===== src/rtl/handshake_pkg.sv =====
// rtl/handshake_pkg.sv - shared types and helpers for the handshake FIFO packer
//
// Purpose: packer state enum and the lane-count width helper.
// Ports: none (package).

package handshake_pkg;

  typedef enum logic {
    FILL = 1'b0,
    HOLD = 1'b1
  } packerState_t;

  // Width needed to hold a lane count of 0..ratio inclusive.
  function automatic int countWidth(input int ratio);
    return $clog2(ratio + 1);
  endfunction

endpackage


===== src/rtl/handshake_fifo_packer.sv =====
// rtl/handshake_fifo_packer.sv - packs RATIO FIFO words into one wide REQ/ACK word
//
// Purpose: drains WIDTH-bit words from a REQ/ACK FIFO port and assembles
// RATIO of them into one wide word, with Flush for partial words.
// Ports:
//   clk, async_rst_n, clk_en   clock, async active-low reset, clock enable
//   FifoREQ/FifoACK/FifoData   narrow input handshake from the FIFO
//   Flush                      emit the current partial word
//   PackedREQ/PackedACK        wide output handshake
//   PackedData                 lane i at [i*WIDTH +: WIDTH]
//   PackedCount                number of valid lanes in PackedData

module handshake_fifo_packer
  import handshake_pkg::*;
#(
  parameter int WIDTH     = 32,
  parameter int RATIO     = 4,
  parameter bit MSB_FIRST = 1'b0
) (
  input  logic                           clk,
  input  logic                           async_rst_n,
  input  logic                           clk_en,
  input  logic                           FifoREQ,
  output logic                           FifoACK,
  input  logic [WIDTH-1:0]               FifoData,
  input  logic                           Flush,
  output logic                           PackedREQ,
  input  logic                           PackedACK,
  output logic [WIDTH*RATIO-1:0]         PackedData,
  output logic [countWidth(RATIO)-1:0]   PackedCount
);

  localparam int CW         = countWidth(RATIO);
  localparam int FIRST_LANE = MSB_FIRST ? RATIO - 1 : 0;

  packerState_t            state;
  packerState_t            nextState;
  logic [CW-1:0]           cnt;
  logic [CW-1:0]           cntNext;
  logic [CW-1:0]           countQ;
  logic [CW-1:0]           countNext;
  logic [WIDTH*RATIO-1:0]  lanes;
  logic [WIDTH*RATIO-1:0]  lanesNext;
  logic                    readyQ;
  logic [CW-1:0]           laneIdx;
  logic                    lastLane;
  logic                    inXfer;
  logic                    outXfer;
  logic                    flushOnly;

  assign laneIdx   = MSB_FIRST ? (CW'(RATIO - 1) - cnt) : cnt;
  assign lastLane  = (cnt == CW'(RATIO - 1));
  assign inXfer    = clk_en & FifoREQ & FifoACK;
  assign outXfer   = clk_en & PackedREQ & PackedACK;
  // Flush without a word in the same cycle; ignored on an empty packer.
  assign flushOnly = clk_en & Flush & ~inXfer & (cnt != '0);

  // State register
  always_ff @(posedge clk or negedge async_rst_n) begin
    if (!async_rst_n) begin
      state <= FILL;
    end else begin
      state <= nextState;
    end
  end

  // Next-state logic
  always_comb begin
    nextState = state;
    case (state)
      FILL: begin
        if ((inXfer && (lastLane || Flush)) || flushOnly) begin
          nextState = HOLD;
        end
      end
      HOLD: begin
        if (outXfer) begin
          nextState = FILL;
        end
      end
      default: nextState = FILL;
    endcase
  end

  // Output logic. readyQ keeps FifoACK low until the first enabled edge
  // after reset, so nothing is accepted while reset is asserted.
  always_comb begin
    PackedREQ = (state == HOLD);
    FifoACK   = readyQ & clk_en & ((state == FILL) | PackedACK);
  end

  // Lane, count and valid-lane datapath
  always_comb begin
    lanesNext = lanes;
    cntNext   = cnt;
    countNext = countQ;
    if (state == FILL) begin
      if (inXfer) begin
        for (int i = 0; i < RATIO; i++) begin
          if (laneIdx == CW'(i)) begin
            lanesNext[i*WIDTH +: WIDTH] = FifoData;
          end
        end
        if (lastLane || Flush) begin
          countNext = cnt + CW'(1);
        end else begin
          cntNext = cnt + CW'(1);
        end
      end else if (flushOnly) begin
        countNext = cnt;
      end
    end else if (outXfer) begin
      // A word accepted in the same cycle starts the next packed word.
      lanesNext = '0;
      countNext = '0;
      cntNext   = '0;
      if (inXfer) begin
        lanesNext[FIRST_LANE*WIDTH +: WIDTH] = FifoData;
        cntNext = CW'(1);
      end
    end
  end

  always_ff @(posedge clk or negedge async_rst_n) begin
    if (!async_rst_n) begin
      lanes  <= '0;
      cnt    <= '0;
      countQ <= '0;
      readyQ <= 1'b0;
    end else begin
      lanes  <= lanesNext;
      cnt    <= cntNext;
      countQ <= countNext;
      if (clk_en) begin
        readyQ <= 1'b1;
      end
    end
  end

  assign PackedData  = lanes;
  assign PackedCount = countQ;

endmodule


===== config.mk =====
export PLATFORM = sky130hd
export DESIGN_NAME = handshake_fifo_packer
export DESIGN_NICKNAME = d
export VERILOG_FILES = /design/src/rtl/handshake_pkg.sv /design/src/rtl/handshake_fifo_packer.sv
export SDC_FILE = /design/constraint.sdc
export NUM_CORES = 1
export LEC_CHECK = 0
export ABC_AREA = 1
export BUFFER_PORTS_ARGS = -buffer_cell sky130_fd_sc_hd__buf_2
export CORE_MARGIN = 8
export CORE_UTILIZATION = 35
export DETAILED_ROUTE_END_ITERATION = 8
export HOLD_SLACK_MARGIN = 0.02
export RECOVER_POWER = 100
export SLEW_MARGIN = 40
export SYNTH_ARGS = -nofsm -noshare
export SYNTH_HDL_FRONTEND = slang
export SYNTH_SLANG_ARGS = --single-unit

===== constraint.sdc =====
create_clock -name clk -period 1.7 [get_ports clk]
set_clock_uncertainty 0.15 [all_clocks]
set_input_delay 0.085 -clock clk [delete_from_list [all_inputs] [get_ports clk]]
set_output_delay 0.085 -clock clk [all_outputs]
set_load 0.02 [all_outputs]

==> reports/results.ini, run 1 <==
[power_and_ir_drop]
totalPowerFinal_uw = 17000
ir_drop_v = 0.000866
p_per_area_mw_per_mm2 = 1990
leakagePower_uw = 0.00422

[logic_synthesis]
ys_top_cells_by_area = dfrtp_1, nand2_1, inv_1, o21ai_0, o21ai_2
synth-warning-count = 0
netlist_area_mm2 = 0.00587
synth-seq-cells = 136
synth-edff-count = 0
synth_nets = 711
synth_commonest_cells = nand2_1, dfrtp_1, inv_1
yosys.area.top_type_share_pct = 58.0
ys.flop_type = dfrtp_1
yosysMostFrequentCell = nand2_1
ys_async_sr_fraction_pct = 100
synth_top_cell_by_area = dfrtp_1
syn_area_per_cell_um2 = 8.78
ys_types = 26
yosysSeqAreaShare_pct = 58.0
syn_inst = 668

[timing]
final.min_clock_period_ps = 1740
fin_hold_ws_ps = 103
min_period_over_period_pct = 102
setup_slack_ps = -39.0
slew_violations = 0
setup_violations = 30
worstMarginPinSlew_ps = 1230
hold_violations = 0
fmax_mhz = 575
rsz0062_at_grt = true
slew_headroom_pct = 18.0

[floorplan]
core_area_mm2 = 0.0165
dieHeight_um = 145
rows = 47
die_area_mm2 = 0.0212
pin_count = 171
initial_core_util_pct = 35.6
die_w_um = 145

[worst_setup_path]
cp.required_ps = 1870
worst-setup-path-type = flip-flop to flip-flop
crit_path_end_kind = flip-flop
worst-path-max-fanout = 5
crit_path_start_kind = flip-flop
crit_arrival_ps = 1910

[cells_and_area]
final_util_pct = 52.0
nets = 950
area_delta_synth_final_pct = 45.9
final_area_mm2 = 0.00856
drive_above_1_share_pct = 24.9

[place]
place_congestion = 0.797
dp_hpwl_mm = 11.8
numPortBuffers = 170
place_area_mm2 = 0.00713
dpl_worst_slack_ps = -83.2

[global_routing]
grt_busiest_layer = met2
grt_util_met2_pct = 26.8
grt_max_degree = 46
grt_use_met3_pct = 6.19
antenna_found_initial = 1
grt_pass1_vias = 5305
met1_usage_pct = 21.0
grt_overflow = 0
track_usage_pct = 16.8
grt_pass1_wl_mm = 28.6

[run_status]
violations = negative setup slack
status = finished, violations left

[routing]
antenna_left = 0
drt_first_iter_violations = 271
wl_per_cell_um = 17.1
totalWireLength_mm = 19.5
dr.pass1.iters = 5
drc_errors = 0
vias = 5221
drt-vias-per-instance = 4.58

[clock_network]
cts_buffers = 17
cts_tree = yes
root_buffer = clkbuf_16
insertion_delay_ps = 410
cts_max_level = 4
cts_buffer_depth = 2
clock-sinks = 136
cts.clk_slew.worst_paths_ps = 70

[min_path]
hp-class = input pin to flip-flop

[job]
drv_cap = 0

-- placed cells by master, fill, tap and decap left out, drive strengths merged, types with 2 or more instances in the layout --
cell | synthesis | final
and2 | 2 | 3
buf | 21 | 74
nand3 | 36 | 36
inv | 106 | 113
clkbuf | 14 | 162
a21oi | 3 | 3
nand4 | 4 | 4
nand2 | 191 | 191
dfrtp | 136 | 136
nor2 | 44 | 44
clkinv | 1 | 3
ha | 5 | 5
clkinvlp | 0 | 4
o21ai | 101 | 101
or2 | 2 | 2
dlygate4sd3 | 0 | 36
-- state kept, by name (all words and copies together) (netlist names) --
signal       count
PackedData     128
readyQ           1
PackedREQ        1
cnt              3
PackedCount      3
-- layer usage --
layer  up-vias  routed length [um]
met5         -                   0
met4         0                 217
met3        16                1270
met2       155                9150
met1      2512                8850
li1       2538                   -
-- worst max-delay path: stages, from the launching register on --
cell and delay, ps:
dfrtp_1 390, buf_6 130, inv_6 60, ha_4 120, nand2_2 50, o21ai_2 170, and2_4 280, buf_12 160
nand2_2 40, o21ai_1 90
-- cell type report --
type / instances / area (um2)
antenna: 1 / 2.50
clock buffer: 18 / 429
clock inverter: 14 / 138
fill: 1594 / 7910
inverter: 107 / 409
multi-input combinational: 391 / 2120
sequential: 136 / 3400
tap: 220 / 275
timing repair buffer: 254 / 1770
-- report_power, final --
part           leakage (uW)  switching (uW)  internal (uW)
logic               0.00217            5300           2680
registers           0.00178             856           4610
clock network      0.000266            1530           2050
total               0.00422            7680           9340
-- cell families (layout without fill, tap and decap cells) --
family	Yosys count	after routing	synth area share [%]
compound gates	106	106	10.9
fa+ha+maj	5	5	1.07
buf+inv	142	393	10.6
flops	136	136	58.0
other cells	0	1	0
simple gates	279	280	19.4
-- final timing paths --
| check | from | endpoint | slack, ps | cells past startpoint |
|---|---|---|---|---|
| max in group asynchronous | async_rst_n | PackedData[66] | 140 | 3 |
| max | cnt[0] | PackedData[66] | -40 | 9 |
| max reg2reg | cnt[0] | PackedData[66] | -40 | 9 |
| min in group asynchronous | async_rst_n | readyQ | 320 | 2 |
| min | PackedACK | PackedCount[1] | 100 | 8 |
| min reg2reg | PackedData[97] | PackedData[97] | 320 | 2 |
-- what timing repair did --
action / in CTS / in global routing
pin swaps: 2 / 11
hold endpoints to repair: 270 / 0
buffers inserted: 2 / 4
gates cloned: 2 / 14
resized for setup: 22 / 115
hold buffers: 36 / 0
setup endpoints to repair: 92 / 128
-- through the flow --
step	instances	setup TNS, ps
finish	1141	-688
global route	1141	-7760
CTS	1124	-241
detailed placement	1052	-3380
global placement	1052	-383
floorplan	668	-41.2
Note: power is estimated with default switching activity, not from simulation.
==> run 2, diff against run 1 <==
--- a/config.mk
+++ b/config.mk
@@ -11,7 +11,7 @@
 export CORE_UTILIZATION = 35
 export DETAILED_ROUTE_END_ITERATION = 8
 export HOLD_SLACK_MARGIN = 0.02
-export RECOVER_POWER = 100
+export RECOVER_POWER = 25
 export SLEW_MARGIN = 40
 export SYNTH_ARGS = -nofsm -noshare
 export SYNTH_HDL_FRONTEND = slang
==> run 2 against run 1 <==
Effect of this change: the flow still finishes with violations (negative setup slack); wire length fell by 0.30%; final area rose by 2.1%; flip-flop and latch count did not move; hold slack barely moved; global-route usage did not move; register-to-register slack barely moved; sequential share of layout area fell by 0.83 points; final cell count did not move; non-clock buffer count did not move; via count rose by 0.90%; first-iteration DRC count fell by 3.3%; die area did not move; critical endpoint unchanged.
==> reports/results.ini, run 2 (synthesis results as in run 1) <==
[clock_network]
cts_max_level = 4
cts_buffer_depth = 2
insertion_delay_ps = 410
root_buffer = clkbuf_16
cts.clk_slew.worst_paths_ps = 70
cts_tree = yes
cts_buffers = 17
clock-sinks = 136

[routing]
vias = 5268
drt_first_iter_violations = 262
totalWireLength_mm = 19.4
antenna_left = 0
dr.pass1.iters = 4
wl_per_cell_um = 17.0
drt-vias-per-instance = 4.62
drc_errors = 0

[place]
dp_hpwl_mm = 11.8
dpl_worst_slack_ps = -83.2
place_area_mm2 = 0.00713
place_congestion = 0.797
numPortBuffers = 170

[worst_setup_path]
timing.critical_path.from = cnt[0]
rr_endpoint = PackedData[66]
cp-endpoint = PackedData[66]
cp_num_buf_inv = 3
crit_family = flip-flops
cpMostUsedCell = nand2_2
reg2reg_slack_ps = -40
crit_path_end_kind = flip-flop
worstPathCellList = buf_6, inv_6, ha_4, nand2_2, o21ai_2, and2_4, buf_12, nand2_2, o21ai_1
crit_path_start_kind = flip-flop
cp.required_ps = 1870
worstSetupPathDepth = 9
worst-setup-path-type = flip-flop to flip-flop
r2r_start = cnt[0]
cpMaxStageDelayCell = dfrtp_1
crit_arrival_ps = 1910
critPathMaxStageDelay_ps = 390
worst-path-max-fanout = 5
r2r_cells = 9

[floorplan]
pin_count = 171
rows = 47
initial_core_util_pct = 35.6
die_w_um = 145
dieHeight_um = 145
die_area_mm2 = 0.0212
core_area_mm2 = 0.0165

[timing]
setup_violations = 28
fmax_mhz = 575
min_period_over_period_pct = 102
fin_hold_ws_ps = 103
slew_headroom_pct = 16.0
hold_violations = 0
setup_slack_ps = -38.9
slew_violations = 0
tns_ps = -631
worstMarginPinSlew_ps = 1260
rsz0062_at_grt = true
final.min_clock_period_ps = 1740

[cells_and_area]
final_common_cell = buf_2
final_area_mm2 = 0.00874
area_delta_synth_final_pct = 49.0
nets = 950
largest_reg_flops = 128
final_cell_mix = buf_2, nand2_1, dfrtp_1
drive_above_1_share_pct = 39.2

[power_and_ir_drop]
p_per_area_mw_per_mm2 = 1990
ir_drop_v = 0.000872
totalPowerFinal_uw = 17400
leakagePower_uw = 0.00472

[run_status]
violations = negative setup slack
status = finished, violations left

[global_routing]
antenna_found_initial = 1
track_usage_pct = 16.8
grt_pass1_wl_mm = 28.6
grt_pass1_vias = 5305
grt_max_degree = 46
grt_overflow = 0

[job]
drv_cap = 0

[min_path]
hp-class = input pin to flip-flop

## run 2: stage by stage
stage          std cells  util (%)
6_report            1141      53.1
5_1_grt             1141      53.1
4_1_cts             1124      49.8
3_5_place_dp        1052      43.3
3_3_place_gp        1052      43.3
2_1_floorplan        668         -
## run 2: final cells by class
class                           count  area [um2]
Clock inverter                     14         138
Fill cell                        1531        7730
Clock buffer                       18         429
Sequential cell                   136        3400
Timing Repair Buffer              254        1950
Tap cell                          220         275
Inverter                          107         409
Antenna cell                        1        2.50
Multi-Input combinational cell    391        2130
## run 2: timing repair
item | CTS | global route
pin swaps | 2 | 11
gates cloned | 2 | 14
hold buffers | 36 | 0
endpoints found under the setup margin | 92 | 128
resized for setup | 22 | 115
endpoints found under the hold margin | 270 | 0
setup buffers | 2 | 4
## run 2: routing by layer
layer	wire length [um]	GRT usage, %	part of all wire (%)	up-vias
li1	-	-	-	2541
met1	8620	21.0	44	2535
met2	9160	26.8	47	173
met3	1400	6.19	7.2	19
met4	263	5.05	1.4	0
met5	0	0	0	-
## run 2: worst min path at each step
stage / from / end / cells past startpoint
global placement: async_rst_n / readyQ / 1
finish: PackedACK / PackedCount[1] / 8
detailed placement: async_rst_n / readyQ / 1
CTS: async_rst_n / readyQ / 2
floorplan: async_rst_n / PackedCount[0] / 0
global route: PackedACK / PackedREQ / 4
## run 2: power by group
group	internal, uW	total (uW)	switching, uW
logic	3060	8370	5310
clock network	2050	3570	1530
registers	4610	5420	808
## run 2: worst min-delay path: stages
cell	delay, ps
buf_2	100
inv_1	60
nand2_4	90
nand4_1	90
nand2_1	80
nor2_1	40
nand2_1	50
nand2_1	40
==> run 3, diff against run 2 <==
--- a/config.mk
+++ b/config.mk
@@ -5,7 +5,6 @@
 export SDC_FILE = /design/constraint.sdc
 export NUM_CORES = 1
 export LEC_CHECK = 0
-export ABC_AREA = 1
 export BUFFER_PORTS_ARGS = -buffer_cell sky130_fd_sc_hd__buf_2
 export CORE_MARGIN = 8
 export CORE_UTILIZATION = 35
==> run 3 against run 2 <==
Effect of this change: the run still ends with negative setup slack left; die area fell by 5.0%; flip-flop and latch count unchanged; count of clock-buffer cells in the layout is 1 higher; synthesized area shrank 5.6%; via count is 22% lower; fmax decreased by 12%; register-to-register slack got worse by 230 ps; critical endpoint is now PackedData[56].
==> reports/results.ini, run 3 <==
[min_path]
hp-class = input pin to flip-flop
min_from = Flush
hold_depth = 5
whs_endpoint = cnt[2]

[routing]
drt-vias-per-instance = 4.79
drc_errors = 0
vias = 4125
totalWireLength_mm = 18.0
drt_first_iter_violations = 204
antenna_left = 0
dr.pass1.iters = 4
wl_per_cell_um = 20.9

[logic_synthesis]
synth_commonest_cells = dfrtp_1, mux2_2, a22o_1, nor2b_1, mux2_1
synth_nets = 414
synth_top_cell_by_area = dfrtp_1
yosys.area.top_type_share_pct = 61.5
yosysMostFrequentCell = dfrtp_1
syn_area_per_cell_um2 = 14.9
ys.flop_type = dfrtp_1
ys_types = 37
synth-warning-count = 0
ys_top_cells_by_area = dfrtp_1, mux2_2, a22o_1, nor2b_1, mux2_1
synth-edff-count = 0
ys_async_sr_fraction_pct = 100
yosysSeqAreaShare_pct = 61.5
synth-seq-cells = 136
netlist_area_mm2 = 0.00554
syn_inst = 371

[floorplan]
dieHeight_um = 142
pin_count = 171
die_w_um = 142
rows = 46
die_area_mm2 = 0.0201
initial_core_util_pct = 35.4
core_area_mm2 = 0.0157

[worst_setup_path]
worstPathCellList = and3b_4, o21ai_4, a21oi_4, buf_6, clkbuf_16, mux2_4
r2r_cells = 6
cp.required_ps = 1850
rr_endpoint = PackedData[56]
reg2reg_slack_ps = -270
critPathMaxStageDelay_ps = 420
crit_path_end_kind = flip-flop
worst-path-max-fanout = 5
crit_path_start_kind = flip-flop
worst-setup-path-type = flip-flop to flip-flop
cpMaxStageDelayCell = dfrtp_2
crit_arrival_ps = 2120
r2r_start = PackedREQ

[cells_and_area]
antenna_cells = 0
final_cell_mix = dfrtp_1, buf_2, mux2_4
nets = 676
final_common_cell = dfrtp_1
area_delta_synth_final_pct = 57.7
fillCellCount = 1307
drive_above_1_share_pct = 54.6
largest_reg_flops = 128

[global_routing]
grt_pass1_vias = 4677
antenna_found_initial = 0
grt_max_degree = 54
grt_busiest_layer = met2
grt_use_met3_pct = 5.04
grt_overflow = 0
grt_util_met2_pct = 28.9
track_usage_pct = 17.2
met1_usage_pct = 20.4
grt_pass1_wl_mm = 26.8

[clock_network]
clock-sinks = 136
insertion_delay_ps = 410
cts_max_level = 4
cts_tree = yes
cts.clk_slew.worst_paths_ps = 60
cts_buffers = 17
cts_buffer_depth = 2
root_buffer = clkbuf_16

[timing]
hold_violations = 0
min_period_over_period_pct = 116
fin_hold_ws_ps = 65.1
tns_ps = -26070
final.min_clock_period_ps = 1970
setup_violations = 133
slew_violations = 0
slew_headroom_pct = 53.0
setup_slack_ps = -271
rsz0062_at_grt = true
worstMarginPinSlew_ps = 706
fmax_mhz = 507

[place]
numPortBuffers = 170
dp_hpwl_mm = 10.8
dpl_worst_slack_ps = -244
place_congestion = 0.811

[power_and_ir_drop]
ir_drop_v = 0.000857
leakagePower_uw = 0.00439
p_per_area_mw_per_mm2 = 1980

[run_status]
violations = negative setup slack
status = finished, violations left

[job]
drv_cap = 0

## run 3: changes by cell type after synthesis, sizes merged, moves of 3 or more
cell    delta
a22o      +32
and3       +3
buf        -4
clkbuf    -10
inv      -103
mux2      +98
nand2    -183
nand3     -32
nand4      -4
nor2      -41
nor2b     +32
o21ai     -98
## run 3: area by class of cell
class                   instances  area [um2]  area share [%]
flip-flops and latches        136        3400            39.0
inverters                       3        16.3           0.186
multi-input cells             211        2450            28.1
clock buffers                  19         453            5.19
clock inverters                13         144            1.65
repair buffers                264        1990            22.8
well taps                     216         270            3.10
## run 3: per-stage QoR
stage	util (%)	instances	cell area [um2]	total power, uW
global placement	44.3	767	6930	12000
finish	55.8	862	8730	17300
detailed placement	44.3	767	6930	12200
CTS	53.7	851	8410	16900
floorplan	-	371	5630	9540
global route	55.8	862	8730	18200
## run 3: repair_timing
| item | CTS | global route |
|---|---|---|
| setup buffers | 12 | 9 |
| cloned | 3 | 8 |
| endpoints found under the hold margin | 200 | 0 |
| hold buffers | 37 | 0 |
| pin swaps | 3 | 8 |
| resized for setup | 83 | 50 |
| setup endpoints to repair | 135 | 136 |
## run 3: cells by family after synthesis
| group | after synthesis | share of synthesized area [%] |
|---|---|---|
| DFF | 136 | 61.5 |
| muxes | 99 | 20.3 |
| and+or+nand+nor | 57 | 6.19 |
| AOI/OAI and AO/OA | 49 | 7.96 |
| buffers and inverters | 24 | 2.83 |
| adders and majority gates | 5 | 1.13 |
| xor gates and xnor gates | 1 | 0.158 |
## run 3: routing by layer
layer | up-vias | wire, um
met2 | 124 | 9110
met1 | 2138 | 7570
met3 | 16 | 1030
li1 | 1847 | -
met5 | - | 0
met4 | 0 | 276
## run 3: worst max-delay path by stage
stage                         start              end  slack, ps  depth (start not counted)
after global placement       cnt[1]  PackedData[113]       -190                          6
after global routing         cnt[1]  PackedData[100]       -310                          7
after floorplan              cnt[1]  PackedData[100]       -160                          6
final                     PackedREQ   PackedData[56]       -270                          6
after CTS                    cnt[0]  PackedData[103]       -240                          7
after detailed placement     cnt[1]  PackedData[112]       -240                          6
## run 3: where the power goes
part           switching (uW)  internal [uW]  leakage, uW
clock network            1450           2250     0.000282
registers                 872           4660      0.00176
logic                    4280           3790      0.00235
## run 3: critical path, delay by kind of cell, from the launching register on
| family | cells | cell delay, ps |
|---|---|---|
| AO/OA/AOI/OAI | 2 | 310 |
| multiplexers | 1 | 300 |
| flip-flops | 1 | 420 |
| buffers and inverters | 2 | 320 |
| AND/OR/NAND/NOR | 1 | 350 |
